$ cat config.mk
export PLATFORM = sky130hd
export DESIGN_NAME = cache_sequencer
export DESIGN_NICKNAME = d
export VERILOG_FILES = /design/src/rtl/cache_pkg.sv /design/src/rtl/seq_res_fifo.sv /design/src/rtl/cache_sequencer.sv
export SDC_FILE = /design/constraint.sdc
export NUM_CORES = 1
export LEC_CHECK = 0
export BUFFER_PORTS_ARGS = -buffer_cell sky130_fd_sc_hd__buf_4
export CORE_MARGIN = 8
export CORE_UTILIZATION = 60
export CTS_BUF_LIST = sky130_fd_sc_hd__clkbuf_8
export DETAILED_ROUTE_END_ITERATION = 8
export PLACE_DENSITY_LB_ADDON = 0.15
export SLEW_MARGIN = 15
export SYNTH_ARGS = -nofsm -noshare
export SYNTH_HDL_FRONTEND = slang
export SYNTH_SLANG_ARGS = --single-unit
export TNS_END_PERCENT = 30
$ cat constraint.sdc
create_clock -name clk -period 3.3 [get_ports clk]
set_clock_uncertainty 0.1 [all_clocks]
set_input_delay 0.165 -clock clk [delete_from_list [all_inputs] [get_ports clk]]
set_output_delay 0.165 -clock clk [all_outputs]
set_load 0.05 [all_outputs]
$ cat src/rtl/cache_pkg.sv
// cache_pkg: shared frame geometry, counter widths and the enums used by the
// cache sequencer and its result buffer.
//   WIDTH, HEIGHT      default frame size in pixels (4 pixels per cache word)
//   ROW_WORDS          cache words per frame row
//   FRAME_WORDS        cache words per frame (reads issued per frame)
//   OUT_WORDS          window results per frame (writes issued per frame)
//   seq_state_e        sequencer FSM states
//   seq_op_e           cache operation selected in a cycle
package cache_pkg;

  localparam int WIDTH       = 352;
  localparam int HEIGHT      = 288;
  localparam int ROW_WORDS   = WIDTH / 4;
  localparam int FRAME_WORDS = WIDTH * HEIGHT / 4;
  localparam int OUT_WORDS   = FRAME_WORDS - 2 * ROW_WORDS;

  localparam int CNT_W  = 16;
  localparam int DATA_W = 32;

  typedef enum logic [2:0] {
    S_IDLE,
    S_PRIME,
    S_STREAM,
    S_FLUSH,
    S_FIN
  } seq_state_e;

  typedef enum logic [1:0] {
    OP_NONE,
    OP_RD,
    OP_WR
  } seq_op_e;

endpackage

$ cat src/rtl/seq_res_fifo.sv
// seq_res_fifo: result buffer between the processing core and the cache
// write port. First-word-fall-through; data_o shows the head entry.
//   clk, rst   clock, synchronous active-high reset (pointers/count only)
//   push_i     store data_i (dropped if full and not popping)
//   data_i     result word
//   pop_i      remove head entry (ignored if empty)
//   data_o     head entry
//   count_o    current occupancy, 0..DEPTH
//   full_o     occupancy == DEPTH
//   empty_o    occupancy == 0
module seq_res_fifo
  import cache_pkg::*;
#(
  parameter  int DEPTH = 4,
  localparam int AW    = $clog2(DEPTH),
  localparam int CW    = $clog2(DEPTH + 1)
) (
  input  logic              clk,
  input  logic              rst,
  input  logic              push_i,
  input  logic [DATA_W-1:0] data_i,
  input  logic              pop_i,
  output logic [DATA_W-1:0] data_o,
  output logic [CW-1:0]     count_o,
  output logic              full_o,
  output logic              empty_o
);

  logic [DATA_W-1:0] mem_q [DEPTH];
  logic [AW-1:0]     wr_ptr_q, rd_ptr_q;
  logic [CW-1:0]     count_q;
  logic              do_push, do_pop;

  assign empty_o = (count_q == '0);
  assign full_o  = (count_q == CW'(DEPTH));
  assign do_pop  = pop_i && !empty_o;
  // A push into a full buffer is allowed only when a pop frees the slot.
  assign do_push = push_i && (!full_o || do_pop);

  assign data_o  = mem_q[rd_ptr_q];
  assign count_o = count_q;

  // NOTE: the storage array has no reset; the pointers and count alone decide
  // which entries are valid, so clearing the data would only cost logic.
  always_ff @(posedge clk) begin
    if (do_push) begin
      mem_q[wr_ptr_q] <= data_i;
    end
  end

  // DEPTH is a power of two, so the pointers wrap naturally.
  always_ff @(posedge clk) begin
    if (rst) begin
      wr_ptr_q <= '0;
      rd_ptr_q <= '0;
      count_q  <= '0;
    end else begin
      if (do_push) wr_ptr_q <= wr_ptr_q + 1'b1;
      if (do_pop)  rd_ptr_q <= rd_ptr_q + 1'b1;
      case ({do_push, do_pop})
        2'b10:   count_q <= count_q + 1'b1;
        2'b01:   count_q <= count_q - 1'b1;
        default: count_q <= count_q;
      endcase
    end
  end

endmodule

$ cat src/rtl/cache_sequencer.sv
// cache_sequencer: drives a 3-row line cache through one frame. It primes the
// first two rows, then interleaves window reads with write-back of processed
// results, throttled by a credit scheme so the result buffer never overflows.
//   clk, rst          clock, synchronous active-high reset
//   start             one-cycle frame request (honoured only when idle)
//   busy              frame in progress
//   done              one-cycle frame-complete pulse
//   cache_en/we       cache operation request / write select
//   cache_di          cache write data (buffer head on a write, else 0)
//   cache_finish      cache address-counter reset pulse
//   win_valid         cache 3-row window output is valid this cycle
//   res_valid/data    result from the processing core
//   res_ready         result buffer has space
module cache_sequencer #(
  parameter int WIDTH        = cache_pkg::WIDTH,
  parameter int HEIGHT       = cache_pkg::HEIGHT,
  parameter int MEMORY_DELAY = 2,
  parameter int RES_DEPTH    = 4
) (
  input  logic        clk,
  input  logic        rst,
  input  logic        start,
  output logic        busy,
  output logic        done,
  output logic        cache_en,
  output logic        cache_we,
  output logic [31:0] cache_di,
  output logic        cache_finish,
  output logic        win_valid,
  input  logic        res_valid,
  input  logic [31:0] res_data,
  output logic        res_ready
);

  import cache_pkg::*;

  localparam int ROW_N   = WIDTH / 4;
  localparam int FRAME_N = WIDTH * HEIGHT / 4;
  localparam int OUT_N   = FRAME_N - 2 * ROW_N;
  localparam int PRIME_N = 2 * ROW_N;
  localparam int RD_LAT  = MEMORY_DELAY + 1;
  localparam int OCC_W   = $clog2(RES_DEPTH + 1);

  seq_state_e        state_q, state_d;
  seq_op_e           op;
  logic [CNT_W-1:0]  rd_cnt_q, rd_cnt_d;
  logic [CNT_W-1:0]  wr_cnt_q, wr_cnt_d;
  logic [OCC_W-1:0]  infl_q, infl_d;
  logic              fresh_q, fresh_d;
  logic [RD_LAT-1:0] win_sr_q;

  logic [OCC_W-1:0]  occ;
  logic [OCC_W:0]    used;
  logic [31:0]       fifo_head;
  logic              fifo_full, fifo_empty;
  logic              accept, win_rd, credit_ok, reads_left, last_rd, last_wr;

  seq_res_fifo #(
    .DEPTH (RES_DEPTH)
  ) u_res_fifo (
    .clk     (clk),
    .rst     (rst),
    .push_i  (accept),
    .data_i  (res_data),
    .pop_i   (op == OP_WR),
    .data_o  (fifo_head),
    .count_o (occ),
    .full_o  (fifo_full),
    .empty_o (fifo_empty)
  );

  assign res_ready = !fifo_full;
  assign accept    = res_valid && res_ready;

  // Each window read owns one buffer slot from issue until its result is
  // written back, so in-flight reads plus occupancy may never pass RES_DEPTH.
  assign used       = {1'b0, infl_q} + {1'b0, occ};
  assign credit_ok  = used < (OCC_W + 1)'(RES_DEPTH);
  assign reads_left = rd_cnt_q < CNT_W'(FRAME_N);
  assign last_rd    = rd_cnt_q == CNT_W'(FRAME_N - 1);
  assign last_wr    = wr_cnt_q == CNT_W'(OUT_N - 1);
  // Only reads past the first two rows complete a 3-row window.
  assign win_rd     = (op == OP_RD) && (rd_cnt_q >= CNT_W'(PRIME_N));

  // NOTE: every signal driven here gets a default first, so no path through
  // the case leaves a value unassigned and no latch is inferred.
  always_comb begin
    state_d  = state_q;
    rd_cnt_d = rd_cnt_q;
    wr_cnt_d = wr_cnt_q;
    fresh_d  = fresh_q;
    infl_d   = infl_q;
    op       = OP_NONE;

    unique case (state_q)
      S_IDLE: begin
        if (start) begin
          state_d  = S_PRIME;
          rd_cnt_d = '0;
          wr_cnt_d = '0;
        end
      end
      S_PRIME: begin
        op      = OP_RD;
        fresh_d = 1'b0;
        if (rd_cnt_q == CNT_W'(PRIME_N - 1)) state_d = S_STREAM;
      end
      S_STREAM: begin
        // Drain early when half full so reads are not starved of credit later.
        if (!fifo_empty && (occ >= OCC_W'(RES_DEPTH / 2) || !reads_left || !credit_ok)) begin
          op = OP_WR;
        end else if (reads_left && credit_ok) begin
          op = OP_RD;
        end else if (!fifo_empty) begin
          op = OP_WR;
        end
        if (op == OP_RD && last_rd) state_d = S_FLUSH;
      end
      S_FLUSH: begin
        if (!fifo_empty) op = OP_WR;
        if (op == OP_WR && last_wr) state_d = S_FIN;
      end
      S_FIN: begin
        state_d = S_IDLE;
      end
      default: begin
        state_d = S_IDLE;
      end
    endcase

    if (op == OP_RD) rd_cnt_d = rd_cnt_q + 1'b1;
    if (op == OP_WR) wr_cnt_d = wr_cnt_q + 1'b1;

    case ({win_rd, accept})
      2'b10:   infl_d = infl_q + 1'b1;
      2'b01:   infl_d = infl_q - 1'b1;
      default: infl_d = infl_q;
    endcase
  end

  // NOTE: state is updated only with non-blocking assignments so every
  // register samples the values from before this edge.
  always_ff @(posedge clk) begin
    if (rst) begin
      state_q  <= S_IDLE;
      rd_cnt_q <= '0;
      wr_cnt_q <= '0;
      infl_q   <= '0;
      fresh_q  <= 1'b1;
      win_sr_q <= '0;
    end else begin
      state_q  <= state_d;
      rd_cnt_q <= rd_cnt_d;
      wr_cnt_q <= wr_cnt_d;
      infl_q   <= infl_d;
      fresh_q  <= fresh_d;
      // Tracks the cache read pipeline; truncation drops the oldest stage.
      win_sr_q <= RD_LAT'({win_sr_q, win_rd});
    end
  end

  assign busy      = (state_q != S_IDLE);
  assign done      = (state_q == S_FIN);
  assign cache_en  = (op != OP_NONE);
  assign cache_we  = (op == OP_WR);
  assign cache_di  = (op == OP_WR) ? fifo_head : 32'd0;
  assign win_valid = win_sr_q[RD_LAT-1];
  // The first frame after reset also rewinds the cache address counters.
  assign cache_finish = done || (state_q == S_PRIME && fresh_q);

endmodule

Word-level counts from Yosys, hierarchy flattened
Memories as Yosys holds them, arrays and structs flattened. A register that Yosys moved wholly into a read port is not among the register bits.
Cells that the tools add are included.
{"block": "word_totals", "regBits": 49, "ramBits": 128, "output_inout_bits": 39, "elab_cells": 95, "mem_count": 1}
{"block": "classes", "addsub": 9, "magnitude_cmp": 4, "eq_ne": 20, "n_mux": 22, "n_reduce_logical": 30}
{"name": "u_res_fifo.mem_q", "depth": 4, "word_bits": 32, "read_ports": 1, "rd_ports_with_merged_regs": 1, "wr": 1, "line_no": "seq_res_fifo.sv:29", "source": "logic [DATA_W-1:0] mem_q [DEPTH];"}
{"cell": "16-bit two-way mux", "n": 4}
{"cell": "16-bit by 1-bit adder with 16-bit output, second input constant", "n": 2}
{"cell": "16-bit by 15-bit == test with 1-bit output, second input constant", "n": 2}
{"cell": "32-bit two-way mux", "n": 1}
{"cell": "16-bit by 8-bit == test with 1-bit output, second input constant", "n": 1}
{"cell": "16-bit by 8-bit >= comparator with 1-bit output, second input constant", "n": 1}
{"cell": "16-bit by 15-bit < comparator with 1-bit output, second input constant", "n": 1}
{"cell": "2-bit two-way mux", "n": 7}
{"cell": "2-bit nonzero test", "n": 7}
{"cell": "3-bit two-way mux", "n": 4}
{"cell": "3-bit case mux with 2 select lines", "n": 2}
{"cell": "3-bit case mux with 4 select lines", "n": 1}
{"cell": "1-bit logical AND", "n": 9}
{"cell": "2-bit by 1-bit == test with 1-bit output, second input constant", "n": 4}
{"cell": "2-bit == test, second input constant", "n": 4}
{"cell": "2-bit != test, second input constant", "n": 4}
{"cell": "3-bit by 1-bit adder with 3-bit output, second input constant", "n": 2}
{"cell": "3-bit by 2-bit == test with 1-bit output, second input constant", "n": 2}
{"cell": "3-bit == test, second input constant", "n": 2}
{"cell": "3-bit logical NOT", "n": 2}
{"cell": "2-bit case mux with 3 select lines", "n": 1}
{"cell": "3-bit by 1-bit subtractor with 3-bit output, second input constant", "n": 2}
{"cell": "2-bit by 1-bit adder with 2-bit output, second input constant", "n": 2}
{"cell": "3-bit by 3-bit adder with 4-bit output", "n": 1}
{"cell": "9 further kinds", "n": 17}

Longest topological paths before layout
Gate-level depths: netlist (run 1).
{"block": "depth", "word_depth": 14, "depth_mapped": 13, "mapped_depth_nobuf": 11}

Hierarchy
From an unflattened synthesis (run 1), not the netlist that was laid out.
{"block": "hier_totals", "cells_unflattened": 543, "area_unflattened_um2": 7783.7}
{"mod": "seq_res_fifo", "n_inst": 1, "cells_each": 226, "area_each_um2": 5143.7}
{"mod": "cache_sequencer", "n_inst": 1, "cells_each": 317, "area_each_um2": 2640.0}

Least setup slack after synthesis (run 1)
No wires, ideal clock.
{"block": "synth_timing", "kind": "flip-flop to flip-flop", "startpoint": "register rd_cnt_q[10]", "endpoint": "register infl_q[2]", "setup_ns": 0.071, "t_arrival_ns": 2.666, "required_ns": 3.129, "path_slack_ns": 0.463, "stages_incl_launch_ff": 13, "path_buffers": 2, "synth_period_minus_slack_ns": 2.837, "path_cell_list": "dfxtp_1 -> nor3_2 -> a21oi_1 -> o31a_1 -> buf_2 -> clkbuf_1 -> or2_1 -> ha_1 -> inv_1 -> fa_1 -> xor2_1 -> or3_1 -> a21oi_1"}
{"block": "synth_via", "elab_chain_cells": 12, "elab_cells_between_ends": 17, "classes_between": "2 x order compare; 3 x eq/ne; 5 x mux; 7 x reduce/logical"}
{"item": "start: declaration", "line_no": "cache_sequencer.sv:46", "source": "logic [CNT_W-1:0] rd_cnt_q, rd_cnt_d;"}
{"item": "start signal: assignment", "line_no": "cache_sequencer.sv:153", "source": "rd_cnt_q <= rd_cnt_d;"}
{"item": "16-bit by 15-bit < comparator with 1-bit output", "line_no": "cache_sequencer.sv:79", "source": "assign reads_left = rd_cnt_q < CNT_W'(FRAME_N);"}
{"item": "1-bit logical NOT", "line_no": "cache_sequencer.sv:110", "source": "if (!fifo_empty && (occ >= OCC_W'(RES_DEPTH / 2) || !reads_left || !credit_ok)) begin"}
{"item": "1-bit logical OR (2 in a row)", "line_no": "cache_sequencer.sv:110"}
{"item": "1-bit logical AND", "line_no": "cache_sequencer.sv:110"}
{"item": "2-bit two-way mux", "line_no": "cache_sequencer.sv:110"}
{"item": "2-bit two-way mux", "line_no": "cache_sequencer.sv:95", "source": "unique case (state_q)"}
{"item": "2-bit case mux with 3 select lines", "line_no": "cache_sequencer.sv:95"}
{"item": "2-bit by 1-bit == test with 1-bit output", "line_no": "cache_sequencer.sv:83", "source": "assign win_rd = (op == OP_RD) && (rd_cnt_q >= CNT_W'(PRIME_N));"}
{"item": "1-bit logical AND (*)", "line_no": "cache_sequencer.sv:83"}
{"item": "2-bit by 1-bit == test with 1-bit output or 2-bit == test (tied branches)", "line_no": "cache_sequencer.sv:134", "source": "case ({win_rd, accept})"}
{"item": "3-bit case mux with 2 select lines or 2-bit nonzero test (tied branches)"}
{"item": "end signal: assignment", "line_no": "cache_sequencer.sv:155", "source": "infl_q <= infl_d;"}
{"item": "end: declaration", "line_no": "cache_sequencer.sv:48", "source": "logic [OCC_W-1:0] infl_q, infl_d;"}
Mark *: on every way between the ends. The rest lies on a longest branch, timed or not. The select of a mux whose other input is x is not followed.
A chain may end at the register's enable or synchronous reset.

Worst setup path after layout (run 1)
{"block": "layout_timing", "startpoint": "register state_q[1]", "endpoint": "output cache_di[0]"}
{"block": "layout_via", "elab_chain_cells": 4, "elab_cells_between_ends": 6, "classes_between": "4 x eq/ne; 2 x mux"}
{"item": "start: declaration", "line_no": "cache_sequencer.sv:44", "source": "seq_state_e state_q, state_d;"}
{"item": "start signal: assignment", "line_no": "cache_sequencer.sv:152", "source": "state_q <= state_d;"}
{"item": "3-bit by 2-bit == test with 1-bit output or 3-bit by 1-bit == test with 1-bit output (tied branches)", "line_no": "cache_sequencer.sv:95"}
{"item": "2-bit case mux with 3 select lines (*)", "line_no": "cache_sequencer.sv:95"}
{"item": "2-bit == test (*)", "line_no": "cache_sequencer.sv:166", "source": "assign cache_di = (op == OP_WR) ? fifo_head : 32'd0;"}
{"item": "32-bit two-way mux (*)", "line_no": "cache_sequencer.sv:166"}
{"item": "end: declaration", "line_no": "cache_sequencer.sv:27", "source": "output logic [31:0] cache_di,"}
Mark *: on every way between the ends. The rest lies on a longest branch, timed or not.

==> results.toml, run 1 <==
[synthesis]
synth_area_leaders = "edfxtp_1, dfxtp_1, mux4_2"
synth_cell_type_count = 54
synth-simple-area-share_pct = 13.67
synthAdderAreaFrac_pct = 2.364
synth.mux.area_fraction_pct = 10.42
synthDominantCellAreaShare_pct = 51.15
synth_seq_area_share_pct = 64.74
ys_ff_latch = 179
synth_top_family_by_area = "simple AND/OR/NAND/NOR gates"
yosysTopAreaCell = "edfxtp_1"
synth_xor_area_share_pct = 1.515
synth_compound_area_share_pct = 5.078
postSynth.asyncResetShare_pct = 0
ys.flop_type = "edfxtp_1"
syn_inst = 534
synth_warnings = 0
syn_nets = 583
synth_edf_count = 128
synth.avg_cell_area_um2 = 14.07
netlist_area_um2 = 7515

[critical_path]
cp_max_fo = 35
startpoint = "state_q[1]"
ff2ff_path_depth = 11
arrival_ps = 2480
timing.rr.end = "infl_q[2]"
required_ps = 3030
critical_path.startpoint_type = "flop"
crit_end = "cache_di[0]"
worstSetupPathType = "reg2out"
rr_startpoint = "u_res_fifo.count_o[2]"
critPathCaptureType = "output port"
reg2reg_slack_ps = 600

[detailed_routing]
drt_wl_total_mm = 14.48
drt_iter0_drc = 413
vias = 4656
drtAntennaViolNets = 0
drc = 0
routedWlPerCell_um = 17.47
drt-pass1-iter-count = 5
via_per_inst = 5.616

[timing]
worstMarginPinSlew_ps = 871.1
relSlewSlack_pct = 41.93
slew_violations = 0
rsz0062_at_grt = "false"
fmax_mhz = 364.6
holdWs_ps = 81.32
final.setup.tns_ps = 0
fin_crit_sh_pct = 83.12
setup_viol = 0
finalHoldViolCount = 0
fin_ws_ps = 557.0
finalCriticalPeriod_ps = 2743

[cells_and_area]
final_cell_mix = "edfxtp_1, buf_4, dfxtp_1"
nets = 692
syn_to_final_growth_pct = 20.11
multi_input_area_um2 = 2500
regArea_um2 = 4867
final.fill_count = 828
final_common_cell = "edfxtp_1"
drive_gt1_share_pct = 23.78

[clock_network]
root_buffer = "clkbuf_8"
clock_path_buffers = 2
cts_buffers = 17
cts_tree = "done"
clk_pin_slew_ps = 90
h-tree-depth = 4
cts_setup_buffers = 0
cts.sinks = 179
clk_latency_ps = 450

[pwr]
p_leak_nw = 3.166
powerDensity_nw_per_um2 = 486.5
ir_worst_vdd_v = 0.0004589

[placement]
place_congestion = 0.8419
portBuffers = 74
pre_cts_ws_ps = 606.2
hpwl_mm = 9.065

[die]
core_um2 = 12410
fp.dieArea_um2 = 16360
rows = 41
die_w_um = 127.9
initial_core_util_pct = 60.53
dieHeight_um = 127.9
pin_count = 75

[grt]
track_usage_pct = 18.83
grt_pass1_wl_mm = 23.60
grt_max_degree = 39
grt_pass1_vias = 4834
antenna_found_initial = 0
overflow = 0

[run]
maxCapViolCount = 0

[min_path]
hp-class = "in2reg"

[run_status]
status = "complete, no violations"
-- metrics by stage --
step / util [%] / power, mW / cells / cell area [um2]
final: 72.71 / 4.392 / 829 / 9026
after global routing: 72.69 / 4.533 / 828 / 9024
after CTS: 72.67 / 4.427 / 828 / 9021
after detailed placement: 66.60 / 2.837 / 763 / 8268
after global placement: 66.60 / 2.819 / 763 / 8268
after floorplan: - / 2.726 / 534 / 7515
-- how the worst min path moves through the flow --
stage,start,end,slack (ps),cells after the start
finish,start,state_q[0],80,3
global route,start,state_q[0],50,3
CTS,start,state_q[0],50,3
detailed placement,res_data[18],u_res_fifo.mem_q[0][18],270,1
global placement,res_data[7],u_res_fifo.mem_q[1][7],260,1
floorplan,res_data[0],u_res_fifo.mem_q[0][0],160,0
-- logic make-up after synthesis --
| group | after synthesis |
|---|---|
| buffers and inverters | 43 |
| DFF | 179 |
| AOI/OAI and AO/OA | 60 |
| and+or+nand+nor | 188 |
| xor gates and xnor gates | 13 |
| muxes | 38 |
| adders and majority gates | 13 |
-- worst max-delay path, cell delays in order (launching register included) --
cell	delay, ps
dfxtp_1	500
inv_1	180
nor3_1	330
o31ai_4	130
inv_2	80
buf_4	340
and2_1	250
buf_4	220
-- synth_stat cells (all sizes together) (3+ instances only) --
master,count
a21oi,20
and2,32
and3,8
and4,3
buf,6
clkbuf,17
dfxtp,51
edfxtp,128
ha,11
inv,20
mux2i,4
mux4,32
nand2,31
nand2b,4
nand3,31
nand4,4
nor2,27
nor2b,3
nor3,11
nor3b,3
nor4,4
o21ai,14
o31ai,11
or2,4
or3,11
or4,7
xnor2,8
xor2,5
-- sequential cells by signal, indices dropped and copies added, names as in the netlist, named ones only --
signal	cells
u_res_fifo.mem_q	128
rd_cnt_q	16
wr_cnt_q	16
infl_q	3
state_q	3
u_res_fifo.count_o	3
win_sr_q	3
u_res_fifo.rd_ptr_q	2
u_res_fifo.wr_ptr_q	2
fresh_q	1
-- where the power goes --
group / total [mW] / internal [mW] / switching [mW] / leakage [nW]
Clock: 1.58 / 0.821 / 0.755 / 0.223
Combinational: 0.284 / 0.127 / 0.157 / 1.35
Sequential: 2.53 / 2.50 / 0.0301 / 1.59
-- layout make-up --
class                           instances  area share, %
Sequential cell                       179          53.92
Multi-Input combinational cell        312          27.70
Timing Repair Buffer                  113          10.45
Clock buffer                           17          2.592
Tap cell                              172          2.384
Clock inverter                         15          2.093
Inverter                               20         0.8317
Antenna cell                            1        0.02772
-- layer usage --
metal	vias to the layer above	GRT usage (%)	share of wire (%)
li1	2235	-	-
met1	2282	22.46	43
met2	122	32.05	51
met3	17	4.617	4.5
met4	0	7.832	1.5
met5	-	0	0
-- timing repair --
item                                   4_1_cts  5_1_grt
endpoints found under the hold margin      137        0
hold buffers                                33        0
gates resized for setup                      0        0
Note: power is estimated with default switching activity, not from simulation.
==> run 2: changes to the inputs <==
Settings changed: CORE_UTILIZATION 60 to 55.
Clock period 3.3 ns to 2.5 ns, I/O delays scaled along.
==> results.toml, run 2 (synthesis results as in run 1) <==
[cells_and_area]
largest_registers = "u_res_fifo.mem_q: 128 flops, rd_cnt_q: 16 flops, wr_cnt_q: 16 flops"
syn_to_final_growth_pct = 23.74
final_common_cell = "edfxtp_1"
nets = 708
diodes = 0
top_register = "u_res_fifo.mem_q"
final.fill_count = 859
drive_gt1_share_pct = 28.72
largest_reg_flops = 128
design_area_um2 = 9299
final_cell_mix = "edfxtp_1, buf_4, dfxtp_1"

[clock_network]
cts_buffers = 17
clock_path_buffers = 2
cts.sinks = 179
h-tree-depth = 4
clk_latency_ps = 440
clk_pin_slew_ps = 90
root_buffer = "clkbuf_8"
cts_tree = "done"

[pwr]
power.total_mw = 5.831
ir_worst_vdd_v = 0.0006019
powerDensity_nw_per_um2 = 627.1
p_leak_nw = 3.265

[placement]
portBuffers = 74
place_congestion = 0.7999
pre_cts_ws_ps = 44.22
hpwl_mm = 9.214
place_area_um2 = 8439

[die]
die_w_um = 132.9
pin_count = 75
dieHeight_um = 132.9
fp.dieArea_um2 = 17660
initial_core_util_pct = 56.52
rows = 42
core_um2 = 13300

[grt]
overflow = 0
track_usage_pct = 17.28
grt_pass1_vias = 4866
grt_max_degree = 39
grt_pass1_wl_mm = 24.14
antenna_found_initial = 0

[critical_path]
critPathCaptureType = "flop"
required_ps = 2770
arrival_ps = 2780
crit_slowest_cell = "dfxtp_4"
cp_max_fo = 6
critical_path.startpoint_type = "flop"
cp_cell_sequence = "ha_4 > nor4_4 > nand3_4 > o31a_1 > or2_1 > ha_2 > inv_2 > fa_2 > xor2_1 > or3_1 > a21oi_2"
worstSetupPathType = "reg2reg"
max_stage_delay_ps = 380

[timing]
final.setup.tns_ps = -16.44
fin_crit_sh_pct = 100.7
fmax_mhz = 397.4
finalCriticalPeriod_ps = 2516
finalHoldViolCount = 0
rsz0062_at_grt = "true"
setup_viol = 1
worstMarginPinSlew_ps = 624.1
relSlewSlack_pct = 58.08
fin_ws_ps = -16.44
slew_violations = 0

[run]
maxCapViolCount = 0

[detailed_routing]
drt-pass1-iter-count = 5
routedWlPerCell_um = 17.83
drt_iter0_drc = 350
drtAntennaViolNets = 0
drt_wl_total_mm = 15.12
vias = 4729
drc = 0
via_per_inst = 5.577

[min_path]
hp-class = "in2reg"

[run_status]
violations = "setup timing"
status = "finished, violations left"
[run 2: cell types whose count changed in the layout (fill, tap and decap cells not counted), sizes merged]
cell / change
buf: +16
bufinv: -1
clkinv: -2
clkinvlp: +1
diode: -1
inv: +2
[run 2: cell type report]
type,count,area (um2),area share [%]
multi-input combinational,312,2594,27.89
tap,176,220.2,2.368
clock inverter,15,192.7,2.072
timing repair buffer,129,1106,11.89
clock buffer,17,234.0,2.516
inverter,20,75.07,0.8073
sequential,179,4877,52.45
[run 2: stage by stage]
step	hold slack, ps	utilization [%]	cells
3_5_place_dp	228.8	63.48	782
2_1_floorplan	123.9	-	534
3_3_place_gp	224.2	63.48	782
4_1_cts	29.73	69.20	847
5_1_grt	60.26	69.94	848
6_report	48.34	69.94	848
[run 2: metal layers]
metal | up-vias | GRT usage (%) | part of all wire [%]
li1 | 2267 | - | -
met2 | 130 | 29.33 | 51
met4 | 0 | 5.047 | 0.67
met3 | 8 | 5.034 | 5.0
met5 | - | 0 | 0
met1 | 2324 | 20.89 | 44
[run 2: critical path: cells and delay by family, from the launching register on]
kind / cells / cell delay [ps]
fa+ha+maj: 3 / 560
compound gates: 2 / 430
buf+inv: 1 / 60
xor+xnor: 1 / 80
flops: 1 / 380
simple gates: 4 / 850
[run 2: report_power, final]
group | total, mW | internal, mW | leakage [nW] | switching [mW]
combinational | 0.416 | 0.195 | 1.46 | 0.221
sequential | 3.34 | 3.30 | 1.59 | 0.0433
clock | 2.07 | 1.02 | 0.215 | 1.05
total | 5.83 | 4.52 | 3.27 | 1.32
[run 2: final timing paths]
check                        startpoint           to  slack [ps]  cells past startpoint
setup / recovery  u_res_fifo.count_o[2]    infl_q[2]         -20                     11
hold / removal                    start   state_q[0]          50                      3
setup reg to reg  u_res_fifo.count_o[2]    infl_q[2]         -20                     11
hold reg to reg             win_sr_q[1]  win_sr_q[2]         340                      1
[run 2: timing repair]
| item | CTS | global route |
|---|---|---|
| endpoints found under the setup margin | 14 | 36 |
| pin swaps | 0 | 3 |
| resized for setup | 1 | 21 |
| hold buffers | 33 | 0 |
| endpoints found under the hold margin | 140 | 0 |
| buffers inserted | 0 | 1 |
==> run 3: changes to the inputs <==
Settings changed: SYNTH_HIERARCHICAL set to 1.
==> results.toml, run 3 <==
[run_status]
status = "finished, violations left"
violations = "setup timing"

[cells_and_area]
final.fill_count = 867
largest_registers = "u_res_fifo/mem_q: 128 flops, rd_cnt_q: 16 flops, wr_cnt_q: 16 flops"
final_cell_mix = "edfxtp_1, buf_4, dfxtp_1"
top_register = "u_res_fifo/mem_q"
final_common_cell = "edfxtp_1"
nets = 757
drive_gt1_share_pct = 40.17
syn_to_final_growth_pct = 30.49
diodes = 0
largest_reg_flops = 128

[detailed_routing]
drc = 0
routedWlPerCell_um = 19.41
route.met2.wl_mm = 9.184
drt_wl_total_mm = 17.51
routed.top_layer = "met4"
wl_met1_mm = 7.202
dr_wl_met3_um = 842
drt_iter0_drc = 364
via_per_inst = 5.711
vias = 5151
drtAntennaViolNets = 0
drt-pass1-iter-count = 5

[timing]
rsz0062_at_grt = "true"
fmax_mhz = 383.6
relSlewSlack_pct = 59.33
finalCriticalPeriod_ps = 2607
slew_violations = 0
setup_viol = 111
final.setup.tns_ps = -4524
fin_crit_sh_pct = 104.3
finalHoldViolCount = 0
worstMarginPinSlew_ps = 609.4
fin_ws_ps = -107.2

[pwr]
powerDensity_nw_per_um2 = 611.1
p_leak_nw = 3.672
ir_worst_vdd_v = 0.0005813
power.total_mw = 6.207

[synthesis]
ys_ff_latch = 179
yosysMostFrequentCell = "edfxtp_1"
synth_compound_area_share_pct = 6.671
synth_top_family_by_area = "simple AND/OR/NAND/NOR gates"
synth_edf_count = 128
ys_top_cells_by_count = "edfxtp_1, dfxtp_1, and2_1, mux4_2, nand3_1"
yosysTopAreaCell = "edfxtp_1"
postSynth.asyncResetShare_pct = 0
syn_nets = 591
netlist_area_um2 = 7784
ys.flop_type = "edfxtp_1"
syn_inst = 543
synth_area_leaders = "edfxtp_1, dfxtp_1, mux4_2"
synth-simple-area-share_pct = 14.77
synth.avg_cell_area_um2 = 14.33
synthAdderAreaFrac_pct = 2.122
synthDominantCellAreaShare_pct = 49.38
synth_warnings = 6
synth_cell_type_count = 71
synth_xor_area_share_pct = 1.463
synth_seq_area_share_pct = 62.50
synth.mux.area_fraction_pct = 9.532

[placement]
portBuffers = 74
hpwl_mm = 10.51
place_congestion = 0.8031

[critical_path]
critical_path.startpoint_type = "flop"
required_ps = 2760
ff2ff_path_depth = 11
rr_startpoint = "u_res_fifo/count_o[1]"
max_stage_delay_ps = 400
crit_slowest_cell = "fa_2"
crit_end = "u_res_fifo/count_o[2]"
critPathCaptureType = "flop"
startpoint = "u_res_fifo/count_o[1]"
timing.rr.end = "u_res_fifo/count_o[2]"
cp_max_fo = 4
arrival_ps = 2870
cp_cell_sequence = "ha_4 > nand3_2 > nand4_1 > o21ai_2 > inv_2 > o31a_1 > nand2b_1 > fa_2 > nand2b_4 > o31ai_4 > mux2_4"
worstSetupPathType = "reg2reg"
reg2reg_slack_ps = -110

[grt]
antenna_found_initial = 0
overflow = 0
grt_max_degree = 42
track_usage_pct = 19.54
grt_pass1_wl_mm = 27.44
grt_pass1_vias = 5330

[die]
pin_count = 75
die_w_um = 135.0
rows = 43
initial_core_util_pct = 56.08
fp.dieArea_um2 = 18220
core_um2 = 13880
dieHeight_um = 135.0

[clock_network]
clk_pin_slew_ps = 100
root_buffer = "clkbuf_8"
cts.sinks = 179
h-tree-depth = 4
cts_buffers = 17
clock_path_buffers = 2
cts_tree = "done"
clk_latency_ps = 470

[min_path]
holdPathStages = 2
hp-class = "in2reg"

[run]
maxCapViolCount = 0
-- run 3: cell types whose count changed after synthesis, moves of 6 or more --
cell | before | now
clkbuf_1 | 17 | 6
nor2_1 | 27 | 20
a21oi_1 | 20 | 11
buf_6 | 0 | 6
and2_1 | 32 | 38
-- run 3: cells by family after synthesis --
family                   after synthesis
AND/OR/NAND/NOR                      196
flip-flops                           179
AO/OA/AOI/OAI                         66
buffers and inverters                 43
multiplexers                          34
XOR/XNOR                              13
adder cells (fa/ha/maj)               12
-- run 3: worst min-delay path by stage --
stage	slack, ps	startpoint	end
after global placement	220	res_data[18]	u_res_fifo/mem_q[1][18]
final	290	res_data[27]	u_res_fifo/mem_q[2][27]
after floorplan	120	res_data[0]	u_res_fifo/mem_q[0][0]
after detailed placement	230	res_data[27]	u_res_fifo/mem_q[2][27]
after global routing	270	res_data[12]	u_res_fifo/mem_q[0][12]
after CTS	270	res_data[12]	u_res_fifo/mem_q[0][12]
-- run 3: repair_timing --
action | 4_1_cts | 5_1_grt
setup endpoints to repair | 64 | 171
gates cloned | 0 | 2
hold buffers | 34 | 0
endpoints found under the hold margin | 135 | 0
resized for setup | 36 | 64
setup buffers | 14 | 9
pin swaps | 6 | 21
-- run 3: critical path: cells and delay by family, from the launching register on --
family	cells	cell delay (ps)
AO/OA/AOI/OAI	3	470
adder cells (fa/ha/maj)	2	670
buffers and inverters	1	100
flip-flops	1	380
multiplexers	1	320
AND/OR/NAND/NOR	4	470
-- run 3: report_power, final --
group          switching, mW  internal (mW)  leakage, nW  total (mW)
Clock                   1.15           1.04        0.226        2.19
Combinational          0.354          0.306         1.85       0.660
Sequential            0.0469           3.31         1.59        3.36
Total                   1.56           4.65         3.67        6.21
-- run 3: cell type report --
class,instances,area (um2),area share (%)
sequential,179,4880,48.04
multi-input combinational,321,2909,28.64
timing repair buffer,172,1628,16.03
clock buffer,17,234.0,2.304
tap,180,225.2,2.217
clock inverter,15,214.0,2.106
inverter,18,67.56,0.6652
-- run 3: stage by stage --
| stage | hold WS [ps] | std cells | worst slack, ps | instance area [um2] | util (%) |
|---|---|---|---|---|---|
| 2_1_floorplan | 123.9 | 543 | -251.8 | 7818 | - |
| 3_3_place_gp | 224.9 | 816 | -5.688 | 8811 | 63.48 |
| 3_5_place_dp | 227.8 | 816 | -153.5 | 8811 | 63.48 |
| 4_1_cts | 270.1 | 896 | -50.58 | 9847 | 70.94 |
| 5_1_grt | 271.5 | 902 | -262.1 | 10160 | 73.17 |
| 6_report | 285.6 | 902 | -107.2 | 10160 | 73.17 |
-- run 3: metal layers --
metal  vias up  GRT usage (%)
met1      2571          22.97
met4         0          7.958
met3        22          5.201
met2       131          33.31
met5         -              0
li1       2427              -
